===== src/rtl/oversampler_phase_scanner.sv =====
// ---------------------------------------------------------------------------
// oversampler_phase_scanner
//
// Selects the sample phase of a manually steered oversampler. A start pulse
// scans all four phases. Each phase gets a settle period and then an
// error-count window. The phase with the fewest phase_err assertions wins.
// The winner is locked only if its count is within ERR_THRESH. While locked,
// error windows keep running and their counts are reported.
//
// Optional feature (macro OVERSAMPLER_AUTO_RELOCK_EN):
//   defined   - a locked window whose count exceeds ERR_THRESH triggers an
//               automatic rescan and bumps relock_cnt (saturating).
//   undefined - locked windows are only reported; relock_cnt stays 0.
//
// Ports:
//   clock, reset    rising-edge clock, asynchronous active-high reset
//   start           single-cycle scan request (ignored while busy)
//   phase_err       oversampler error flag, synchronous to clock
//   phase_sel       phase select to the oversampler
//   busy            scan in progress
//   locked          a qualified phase is selected
//   lock_fail       last scan found no qualifying phase (sticky)
//   best_err_cnt    lowest window count found by the last scan
//   window_err_cnt  count of the last completed window while locked
//   relock_cnt      automatic rescans since reset
// ---------------------------------------------------------------------------
module oversampler_phase_scanner #(
  parameter int unsigned SETTLE_CYCLES = 8,
  parameter int unsigned WINDOW_BITS   = 10,
  parameter int unsigned ERR_THRESH    = 16,
  parameter int unsigned CNT_BITS      = 8
) (
  input  logic                  clock,
  input  logic                  reset,
  input  logic                  start,
  input  logic                  phase_err,
  output logic [1:0]            phase_sel,
  output logic                  busy,
  output logic                  locked,
  output logic                  lock_fail,
  output logic [WINDOW_BITS:0]  best_err_cnt,
  output logic [WINDOW_BITS:0]  window_err_cnt,
  output logic [CNT_BITS-1:0]   relock_cnt
);

  localparam int unsigned CW = WINDOW_BITS + 1;
  // One timer serves both the settle period and the error window.
  localparam int unsigned TW = (WINDOW_BITS > 8) ? WINDOW_BITS : 8;
  localparam logic [TW-1:0] SETTLE_LAST = TW'(SETTLE_CYCLES - 1);
  localparam logic [TW-1:0] WINDOW_LAST = TW'((1 << WINDOW_BITS) - 1);
  localparam logic [CW-1:0] THRESH      = CW'(ERR_THRESH);

`ifdef OVERSAMPLER_AUTO_RELOCK_EN
  localparam bit RELOCK_EN = 1'b1;
`else
  localparam bit RELOCK_EN = 1'b0;
`endif

  typedef enum logic [2:0] {
    S_IDLE, S_SETTLE, S_COUNT, S_EVAL, S_DECIDE, S_LOCKED
  } state_e;

  state_e              state_q, state_d;
  logic [TW-1:0]       tmr_q, tmr_d;
  logic [CW-1:0]       err_cnt_q, err_cnt_d;
  logic [CW-1:0]       best_err_q, best_err_d;
  logic [1:0]          best_phase_q, best_phase_d;
  logic [1:0]          phase_sel_q, phase_sel_d;
  logic                busy_q, busy_d;
  logic                locked_q, locked_d;
  logic                lock_fail_q, lock_fail_d;
  logic [CW-1:0]       best_err_cnt_q, best_err_cnt_d;
  logic [CW-1:0]       window_err_cnt_q, window_err_cnt_d;
  logic [CNT_BITS-1:0] relock_cnt_q, relock_cnt_d;

  logic [CW-1:0]       err_inc;
  logic                begin_scan;

  always_comb begin
    state_d          = state_q;
    tmr_d            = tmr_q;
    err_cnt_d        = err_cnt_q;
    best_err_d       = best_err_q;
    best_phase_d     = best_phase_q;
    phase_sel_d      = phase_sel_q;
    busy_d           = busy_q;
    locked_d         = locked_q;
    lock_fail_d      = lock_fail_q;
    best_err_cnt_d   = best_err_cnt_q;
    window_err_cnt_d = window_err_cnt_q;
    relock_cnt_d     = relock_cnt_q;
    begin_scan       = 1'b0;
    // Includes the current cycle's sample, so window ends see the last bit.
    err_inc          = err_cnt_q + CW'(phase_err);

    case (state_q)
      S_IDLE: begin
        if (start) begin_scan = 1'b1;
      end
      S_SETTLE: begin
        if (tmr_q == SETTLE_LAST) begin
          state_d   = S_COUNT;
          tmr_d     = '0;
          err_cnt_d = '0;
        end else begin
          tmr_d = tmr_q + TW'(1);
        end
      end
      S_COUNT: begin
        err_cnt_d = err_inc;
        if (tmr_q == WINDOW_LAST) state_d = S_EVAL;
        else                      tmr_d   = tmr_q + TW'(1);
      end
      S_EVAL: begin
        // Strict compare: on ties the earlier (lower) phase is kept.
        if (err_cnt_q < best_err_q) begin
          best_err_d   = err_cnt_q;
          best_phase_d = phase_sel_q;
        end
        if (phase_sel_q == 2'd3) begin
          state_d = S_DECIDE;
        end else begin
          phase_sel_d = phase_sel_q + 2'd1;
          state_d     = S_SETTLE;
          tmr_d       = '0;
        end
      end
      S_DECIDE: begin
        best_err_cnt_d = best_err_q;
        busy_d         = 1'b0;
        if (best_err_q <= THRESH) begin
          phase_sel_d = best_phase_q;
          locked_d    = 1'b1;
          state_d     = S_LOCKED;
          tmr_d       = '0;
          err_cnt_d   = '0;
        end else begin
          lock_fail_d = 1'b1;
          phase_sel_d = 2'd0;
          state_d     = S_IDLE;
        end
      end
      S_LOCKED: begin
        if (tmr_q == WINDOW_LAST) begin
          window_err_cnt_d = err_inc;
          err_cnt_d        = '0;
          tmr_d            = '0;
          // An explicit start takes precedence and is not counted as a relock.
          if (RELOCK_EN && !start && (err_inc > THRESH)) begin
            begin_scan = 1'b1;
            if (relock_cnt_q != '1) relock_cnt_d = relock_cnt_q + CNT_BITS'(1);
          end
        end else begin
          err_cnt_d = err_inc;
          tmr_d     = tmr_q + TW'(1);
        end
        if (start) begin_scan = 1'b1;
      end
      default: state_d = S_IDLE;
    endcase

    if (begin_scan) begin
      state_d      = S_SETTLE;
      phase_sel_d  = 2'd0;
      busy_d       = 1'b1;
      locked_d     = 1'b0;
      lock_fail_d  = 1'b0;
      best_err_d   = '1;
      best_phase_d = 2'd0;
      tmr_d        = '0;
    end
  end

  always_ff @(posedge clock or posedge reset) begin
    if (reset) begin
      state_q          <= S_IDLE;
      tmr_q            <= '0;
      err_cnt_q        <= '0;
      best_err_q       <= '1;
      best_phase_q     <= 2'd0;
      phase_sel_q      <= 2'd0;
      busy_q           <= 1'b0;
      locked_q         <= 1'b0;
      lock_fail_q      <= 1'b0;
      best_err_cnt_q   <= '0;
      window_err_cnt_q <= '0;
      relock_cnt_q     <= '0;
    end else begin
      state_q          <= state_d;
      tmr_q            <= tmr_d;
      err_cnt_q        <= err_cnt_d;
      best_err_q       <= best_err_d;
      best_phase_q     <= best_phase_d;
      phase_sel_q      <= phase_sel_d;
      busy_q           <= busy_d;
      locked_q         <= locked_d;
      lock_fail_q      <= lock_fail_d;
      best_err_cnt_q   <= best_err_cnt_d;
      window_err_cnt_q <= window_err_cnt_d;
      relock_cnt_q     <= relock_cnt_d;
    end
  end

  assign phase_sel      = phase_sel_q;
  assign busy           = busy_q;
  assign locked         = locked_q;
  assign lock_fail      = lock_fail_q;
  assign best_err_cnt   = best_err_cnt_q;
  assign window_err_cnt = window_err_cnt_q;
  assign relock_cnt     = relock_cnt_q;

endmodule


===== config.mk =====
export PLATFORM = sky130hd
export DESIGN_NAME = oversampler_phase_scanner
export DESIGN_NICKNAME = d
export VERILOG_FILES = /design/src/rtl/oversampler_phase_scanner.sv
export SDC_FILE = /design/constraint.sdc
export NUM_CORES = 1
export LEC_CHECK = 0
export CORE_MARGIN = 2
export CORE_UTILIZATION = 51
export CTS_CLUSTER_DIAMETER = 30
export DETAILED_ROUTE_END_ITERATION = 10
export PLACE_DENSITY = 0.85
export SYNTH_ARGS = -nofsm -noshare
export SYNTH_HDL_FRONTEND = slang
export SYNTH_SLANG_ARGS = --single-unit

===== constraint.sdc =====
create_clock -name clock -period 2.4 [get_ports clock]
set_clock_uncertainty 0.2 [all_clocks]
set_input_delay 0.36 -clock clock [delete_from_list [all_inputs] [get_ports clock]]
set_output_delay 0.36 -clock clock [all_outputs]
set_load 0.05 [all_outputs]

==> results of run 1 <==
metal layers:
| layer | share of wire (%) | global-route usage [%] |
|---|---|---|
| met1 | 42 | 31.2 |
| met2 | 48 | 38.0 |
| met3 | 6.7 | 4.15 |
| met4 | 4.1 | 14.5 |
| met5 | 0 | 0 |
registers in the layout, indices dropped and copies added, names as in the netlist:
register and cells:
err_cnt_q 11, lock_fail 1, busy 1, tmr_q 10
locked 1, phase_sel 2, best_err_q 11, window_err_cnt 11
best_phase_q 2, state_q 3, best_err_cnt 11
final timing paths:
kind	end	from	slack, ns
min in group clock	best_err_cnt[8]$_DFFE_PP0P_	best_err_cnt[8]$_DFFE_PP0P_	0.28
setup reg to reg	best_err_q[8]$_DFFE_PP1P_	best_err_q[5]$_DFFE_PP1P_	-0.09
max in group asynchronous	best_err_q[8]$_DFFE_PP1P_	reset	1.27
hold reg to reg	best_err_cnt[8]$_DFFE_PP0P_	best_err_cnt[8]$_DFFE_PP0P_	0.28
setup / recovery	best_err_q[8]$_DFFE_PP1P_	best_err_q[5]$_DFFE_PP1P_	-0.09
hold / removal	best_err_cnt[0]$_DFFE_PP0P_	reset	0.09
worst max-delay path, stage by stage, from the launching register on:
cell      delay (ns)
dfstp_2         0.55
inv_2           0.06
ha_4            0.22
a21o_1          0.19
a221o_1         0.40
a31oi_4         0.24
buf_4           0.16
o21a_4          0.20
o211ai_1        0.16
logic make-up (layout without fill, tap and decap cells):
group	count (synthesis)	in the layout
and+or+nand+nor	134	134
AOI/OAI and AO/OA	108	108
xor gates and xnor gates	9	9
other	1	8
muxes	6	6
DFF	64	64
buffers and inverters	43	102
adders and majority gates	14	14
placed cells by master, fill, tap and decap left out, types with 9 or more instances in the layout:
cell type and count:
dfrtp_1 53, nand2_1 41, buf_4 38, clkdlybuf4s50_1 30, nor2_1 26, o21ai_0 24, o211ai_1 23, a21oi_1 15
nand3_1 13, dfstp_2 11, clkbuf_8 11, a21o_1 10, nor3_1 10, ha_1 9
report_power, final:
part | switching [mW] | total [mW] | leakage (nW) | internal, mW
registers | 0.166 | 1.44 | 0.792 | 1.27
logic | 0.651 | 1.12 | 1.18 | 0.471
clock network | 0.444 | 0.982 | 0.107 | 0.538
through the flow:
step | TNS, ns | hold slack (ns) | std cells | worst slack, ns | power (mW)
after floorplan | 0 | 0.275 | 386 | 0.00857 | 2.12
after global placement | 0 | 0.259 | 517 | 0.0219 | 2.34
after detailed placement | -0.706 | 0.274 | 517 | -0.0997 | 2.39
after CTS | 0 | 0.111 | 537 | 0.000543 | 3.39
after global routing | -0.637 | 0.149 | 541 | -0.104 | 3.71
final | -0.173 | 0.0902 | 541 | -0.0899 | 3.54
layout make-up:
class                   count  area [sq um]
clock inverters             4          52.6
multi-input cells         279          1930
flip-flops and latches     64          1620
clock buffers              12           155
repair buffers             72           633
well taps                  96           120
inverters                  14          55.1
fillers                   490          2230
repair_timing:
action / CTS / global route
gates resized for setup: 10 / 19
buffers inserted: 3 / 4
pin swaps: 4 / 8
endpoints found under the setup margin: 16 / 41
gates cloned: 1 / 0
hold buffers: 0 / 0
endpoints found under the hold margin: 0 / 0
==> implementation parameters, run 1 <==
Parameter                              Value

Status
  Status    complete, but fails checks
  Violated checks    setup timing

Logic synthesis
  EDFF count, synth    0
  Simple-gate share of the synthesized area    19.3%
  Number of instances in the synthesized netlist    379
  Synth Area in Compound Gates    21.0%
  Xor/xnor share of the synthesized area    2.20%
  Sequential element share of the synthesized area    a little under half
  #FFs+latches synth    64
  Most used flip-flop cell after synthesis    dfrtp_1
  Main combinational cell family by area after synthesis    compound AO/OA/AOI/OAI gates
  Biggest area contributors in the synthesized netlist    dfrtp_1, dfstp_2, ha_1
  Count of warnings emitted by yosys    0
  Post-synthesis instance area    3590 sq um
  Most common library cells after synthesis    dfrtp_1, nand2_1, nor2_1, o21ai_0, o211ai_1
  Asr flop ratio synth    100%
  Most repeated cell in the gate-level netlist after synthesis    dfrtp_1
  Portion of netlist area occupied by mux cells    1.74%
  Avg Inst Size Synth    9.46 sq um
  Yosys cell types    59
  Yosys top cell by area    dfrtp_1
  Synth Area in Adders    4.88%
  Top-area cell type share of the netlist area    37.0%

Layout
  Final Instance Area    between 4000 and 5000 sq um
  Number of nets in the finished design    458
  Antenna diode instance count    0
  Proportion of layout cells with a drive suffix above 1    about 22%
  Area grow syn2layout    27.1%
  Final core utilization    around two thirds

Place
  Post-place instance area    between 4000 and 5000 sq um
  GPL Wtd Cong    0.891
  Number of buffers inserted by port buffering    30
  HPWL after detailed placement    slightly below 6 mm

Clocking
  Clock network latency to the later pin of the worst-skew pair    roughly 0.36 ns
  Library cell used as clock root buffer    clkbuf_8
  Maximum clock insertion buffer count    2
  Clk sink count    64
  CTS H-Tree Depth    3
  Clock buffers created by TritonCTS    9
  Clock-pin slew reported for the worst setup and hold paths after clock tree synthesis    0.08 ns
  CTS tree    yes

Global routing
  Antenna violations before repair    0
  Largest net degree at the start of global routing    48
  Via count of the first global-routing pass    between 2000 and 3000
  Wire length of the first global-routing pass    ~14 mm
  Congestion Overflow GR    0
  Aggregate global-route resource usage    about a quarter

Die
  Chip Height    between 80 and 90 um
  Placement Rows    30
  Count of boundary I/O pins    39
  Effective utilization at floorplan    a little over half
  Placeable core region    6790 sq um
  Die Area    7720 sq um
  Horizontal die dimension    a little under 90 um

Route
  Ratio of routed vias to standard cells    5.92
  Antenna-violating nets left    0
  Routed length per placed instance    roughly 17 um
  Total DRC errors in the routed layout    0
  Count of TritonRoute iterations in the first routing pass    5
  Vias    roughly 3200
  Final Routed Wirelength    9.32 mm
  Number of DRC markers after the initial detailed-route iteration    372

Setup path
  Maximum fanout count along the critical path    11
  Startpoint kind of the worst setup timing path    register
  Critical Path RT    approximately 2.5 ns
  Arrival time at the worst endpoint    ~2.5 ns
  Depth of the worst register-to-register path    8
  Crit. End Element    register
  Critical path start-end classification    register to register

Power and ir drop
  Worst vdd ir    0.457 mV
  P_leak    2.08 nW
  Pwr/cell area    about 800 nW/um^2

Worst hold path
  Hold Path Class    primary input to asynchronous set/reset pin

Timing
  Total of endpoints with negative setup slack in the final report    8
  Worst-margin pin slew    0.667 ns
  Max-slew violation count    0
  Final Worst Setup Slack    -0.0899 ns
  Share of the clock period used by the worst path after layout    104%
  Max Clock Freq    402 MHz
  Setup repair after global routing missed its margin    true
  Slew margin rel.    54.9%
  Hold Vio Cnt, Final    0
  Time the final worst path needs with I/O delays and setup    between 2 and 2.5 ns

Run
  Total of max-cap violations    0
(Power assumes the default switching activity.)
==> run 2: changes to the inputs <==
CORE_MARGIN = default   (was 2)
GPL_ROUTABILITY_DRIVEN = 0   (was default)
SKIP_LAST_GASP = 1   (was default)
==> run 2 against run 1 <==
Effect of this change: the run still ends with setup timing left; wire length decreased by 9.1%; die area fell by 4.5%; total power is 3.7% lower; count of clock-buffer cells in the layout increased by 2; fmax is 1.8% higher; non-clock buffer count shrank 6; combinational power shrank 9.8%; critical path depth grew 1; final cell count fell by 1.1%; core utilization down 0.96 points; register-to-register slack gained 0.04 ns; sequential power is essentially flat; critical path type unchanged; largest power group unchanged.
==> implementation parameters, run 2 (same netlist as run 1, synthesis figures left out) <==
Parameter                              Value

Timing
  Share of the clock period used by the worst path after layout    102% (-1.8 points)
  Max-slew violation count    0 (unchanged)
  Total of endpoints with negative setup slack in the final report    1 (-7)
  Final Worst Setup Slack    -0.0467 ns (+0.0432 ns)
  Hold Vio Cnt, Final    0 (unchanged)
  Max Clock Freq    409 MHz (+1.8%)
  Slew margin rel.    64.6% (+9.7 points)
  Time the final worst path needs with I/O delays and setup    2.45 ns (-0.0432 ns)
  Setup repair after global routing missed its margin    true
  Worst-margin pin slew    0.524 ns (-0.143 ns)
  Worst hold margin    0.123 ns (+0.0326 ns)

Layout
  Most common library cell in the layout ignoring fill and taps    dfrtp_1
  Final core utilization    66.2% (-0.96 points)
  Proportion of layout cells with a drive suffix above 1    20.7% (-1.7 points)
  Filler cell count in the final layout    540 (+10%)
  Number of nets in the finished design    452 (-1.3%)
  Antenna diode instance count    0 (unchanged)
  Area grow syn2layout    25.3%
  Most frequent cells in the layout    dfrtp_1, nand2_1, buf_4, clkdlybuf4s50_1, nor2_1

Route
  Ratio of routed vias to standard cells    5.85 (-1.2%)
  Number of DRC markers after the initial detailed-route iteration    235 (-37%)
  Routed length per placed instance    15.8 um (-8.1%)
  Antenna-violating nets left    0 (unchanged)
  Total DRC errors in the routed layout    0 (unchanged)
  Vias    3129 (-2.2%)
  Count of TritonRoute iterations in the first routing pass    5 (unchanged)
  Final Routed Wirelength    8.47 mm (-9.1%)

Die
  Die Area    7370 sq um (-4.5%)
  Placeable core region    6790 sq um (unchanged)
  Effective utilization at floorplan    52.8% (unchanged)
  Chip Height    85.9 um (-2.3%)
  Horizontal die dimension    85.9 um (-2.3%)
  Count of boundary I/O pins    39 (unchanged)
  Placement Rows    30 (unchanged)

Global routing
  Via count of the first global-routing pass    3075 (+2.9%)
  Met2 track utilization from global routing    38.8% (+0.80 points)
  Wire length of the first global-routing pass    14.1 mm (-0.59%)
  GRT met1 Usage    32.9% (+1.7 points)
  Congestion Overflow GR    0 (unchanged)
  Aggregate global-route resource usage    24.7% (+0.58 points)
  Peak-usage layer in the global routing report    met2
  Met3 usage    4.72% (+0.57 points)
  Largest net degree at the start of global routing    46 (-4.2%)
  Antenna violations before repair    0 (unchanged)

Setup path
  Critical register-to-register path startpoint    best_err_q[6]$_DFFE_PP1P_
  Critical path buffers and inverters    3 (+1)
  Maximum fanout count along the critical path    7 (-4)
  Critical path start-end classification    register to register
  Minimum setup slack among reg-to-reg paths    -0.05 ns (+0.04 ns)
  Startpoint kind of the worst setup timing path    register
  Slowest cell on crit path    dfstp_2
  Depth of the worst register-to-register path    9 (+1)
  Most used cell, CP    buf_4
  Cell-by-cell listing of the critical path    inv_2 -> ha_4 -> and3_4 -> a221o_1 -> a31oi_2 -> buf_4 -> buf_4 -> or4b_4 -> nand2_2
  Worst setup startpoint    best_err_q[6]$_DFFE_PP1P_
  Critical Path RT    2.49 ns (+0.04 ns)
  Delay of the slowest cell on the worst path    0.55 ns (about the same)
  Arrival time at the worst endpoint    2.54 ns (about the same)
  Endpoint of the lowest-slack register-to-register path    best_phase_q[0]$_DFFE_PP0P_
  Cell family contributing the most delay on the critical path    simple AND/OR/NAND/NOR gates
  Crit. End Element    register

Clocking
  Library cell used as clock root buffer    clkbuf_8
  Clk sink count    64 (unchanged)
  CTS tree    yes
  Clock network latency to the later pin of the worst-skew pair    0.35 ns (about the same)
  Clock buffers created by TritonCTS    9 (unchanged)
  CTS H-Tree Depth    3 (unchanged)
  Clock-pin slew reported for the worst setup and hold paths after clock tree synthesis    0.07 ns (about the same)
  Maximum clock insertion buffer count    2 (unchanged)

Power and ir drop
  Worst vdd ir    0.518 mV (+13%)
  Power consumption    3.41 mW (-3.7%)
  P_leak    2.03 nW (-2.6%)
  Pwr/cell area    759 nW/um^2 (-2.3%)

Status
  Status    complete, but fails checks
  Violated checks    setup timing

Place
  Number of buffers inserted by port buffering    30 (unchanged)
  HPWL after detailed placement    5.84 mm (-0.50%)

Worst hold path
  Hold Path Class    primary input to asynchronous set/reset pin

Run
  Total of max-cap violations    0 (unchanged)
-- run 2: cell count changes in the layout (fill, tap and decap cells not counted), sizes merged --
cell      delta
clkbuf       +2
buf          -6
clkinv       -3
clkinvlp     +1
-- run 2: worst max-delay path by stage --
stage                                  endpoint  slack [ns]  depth (start not counted)
finish              best_phase_q[0]$_DFFE_PP0P_       -0.05                          9
global route        best_phase_q[0]$_DFFE_PP0P_       -0.09                          9
CTS                 best_phase_q[1]$_DFFE_PP0P_       0.005                          8
detailed placement         tmr_q[7]$_DFFE_PP0P_       -0.02                          7
global placement           tmr_q[3]$_DFFE_PP0P_        0.06                          6
floorplan             best_err_q[3]$_DFFE_PP1P_       0.009                          8
-- run 2: per-layer routing --
metal | up-vias | wire length, um
li1 | 1470 | -
met1 | 1514 | 3850
met2 | 122 | 3970
met3 | 23 | 404
met4 | 0 | 242
met5 | - | 0
-- run 2: what timing repair did --
item,4_1_cts,5_1_grt
pin swaps,1,5
buffers inserted,0,2
setup endpoints to repair,3,33
hold buffers,0,0
hold endpoints to repair,0,0
gates resized for setup,4,16
-- run 2: metrics by stage --
step / TNS, ns / cells / worst slack, ns / instance area (sq um)
after detailed placement: -0.0193 / 517 / -0.0193 / 4160
after floorplan: 0 / 386 / 0.00857 / 3620
after global placement: 0 / 517 / 0.0587 / 4160
final: -0.0467 / 535 / -0.0467 / 4490
after CTS: 0 / 533 / 0.00537 / 4390
after global routing: -0.238 / 535 / -0.0873 / 4490
-- run 2: power breakdown --
| group | internal, mW | switching [mW] | total, mW |
|---|---|---|---|
| clock | 0.566 | 0.409 | 0.975 |
| combinational | 0.413 | 0.594 | 1.01 |
| sequential | 1.27 | 0.157 | 1.43 |
-- run 2: area by class of cell --
class | count | area [sq um] | share of cell area [%]
clock inverter | 2 | 37.5 | 0.835
timing repair buffer | 66 | 596 | 13.3
sequential | 64 | 1620 | 36.0
tap | 96 | 120 | 2.67
clock buffer | 14 | 173 | 3.84
multi-input combinational | 279 | 1900 | 42.3
inverter | 14 | 52.6 | 1.17
-- run 2: worst register-to-register path, stage by stage, from the launching register on --
cell and delay, ns:
dfstp_2 0.55, inv_2 0.06, ha_4 0.26, and3_4 0.19, a221o_1 0.18, a31oi_2 0.07
buf_4 0.19, buf_4 0.14, or4b_4 0.47, nand2_2 0.08
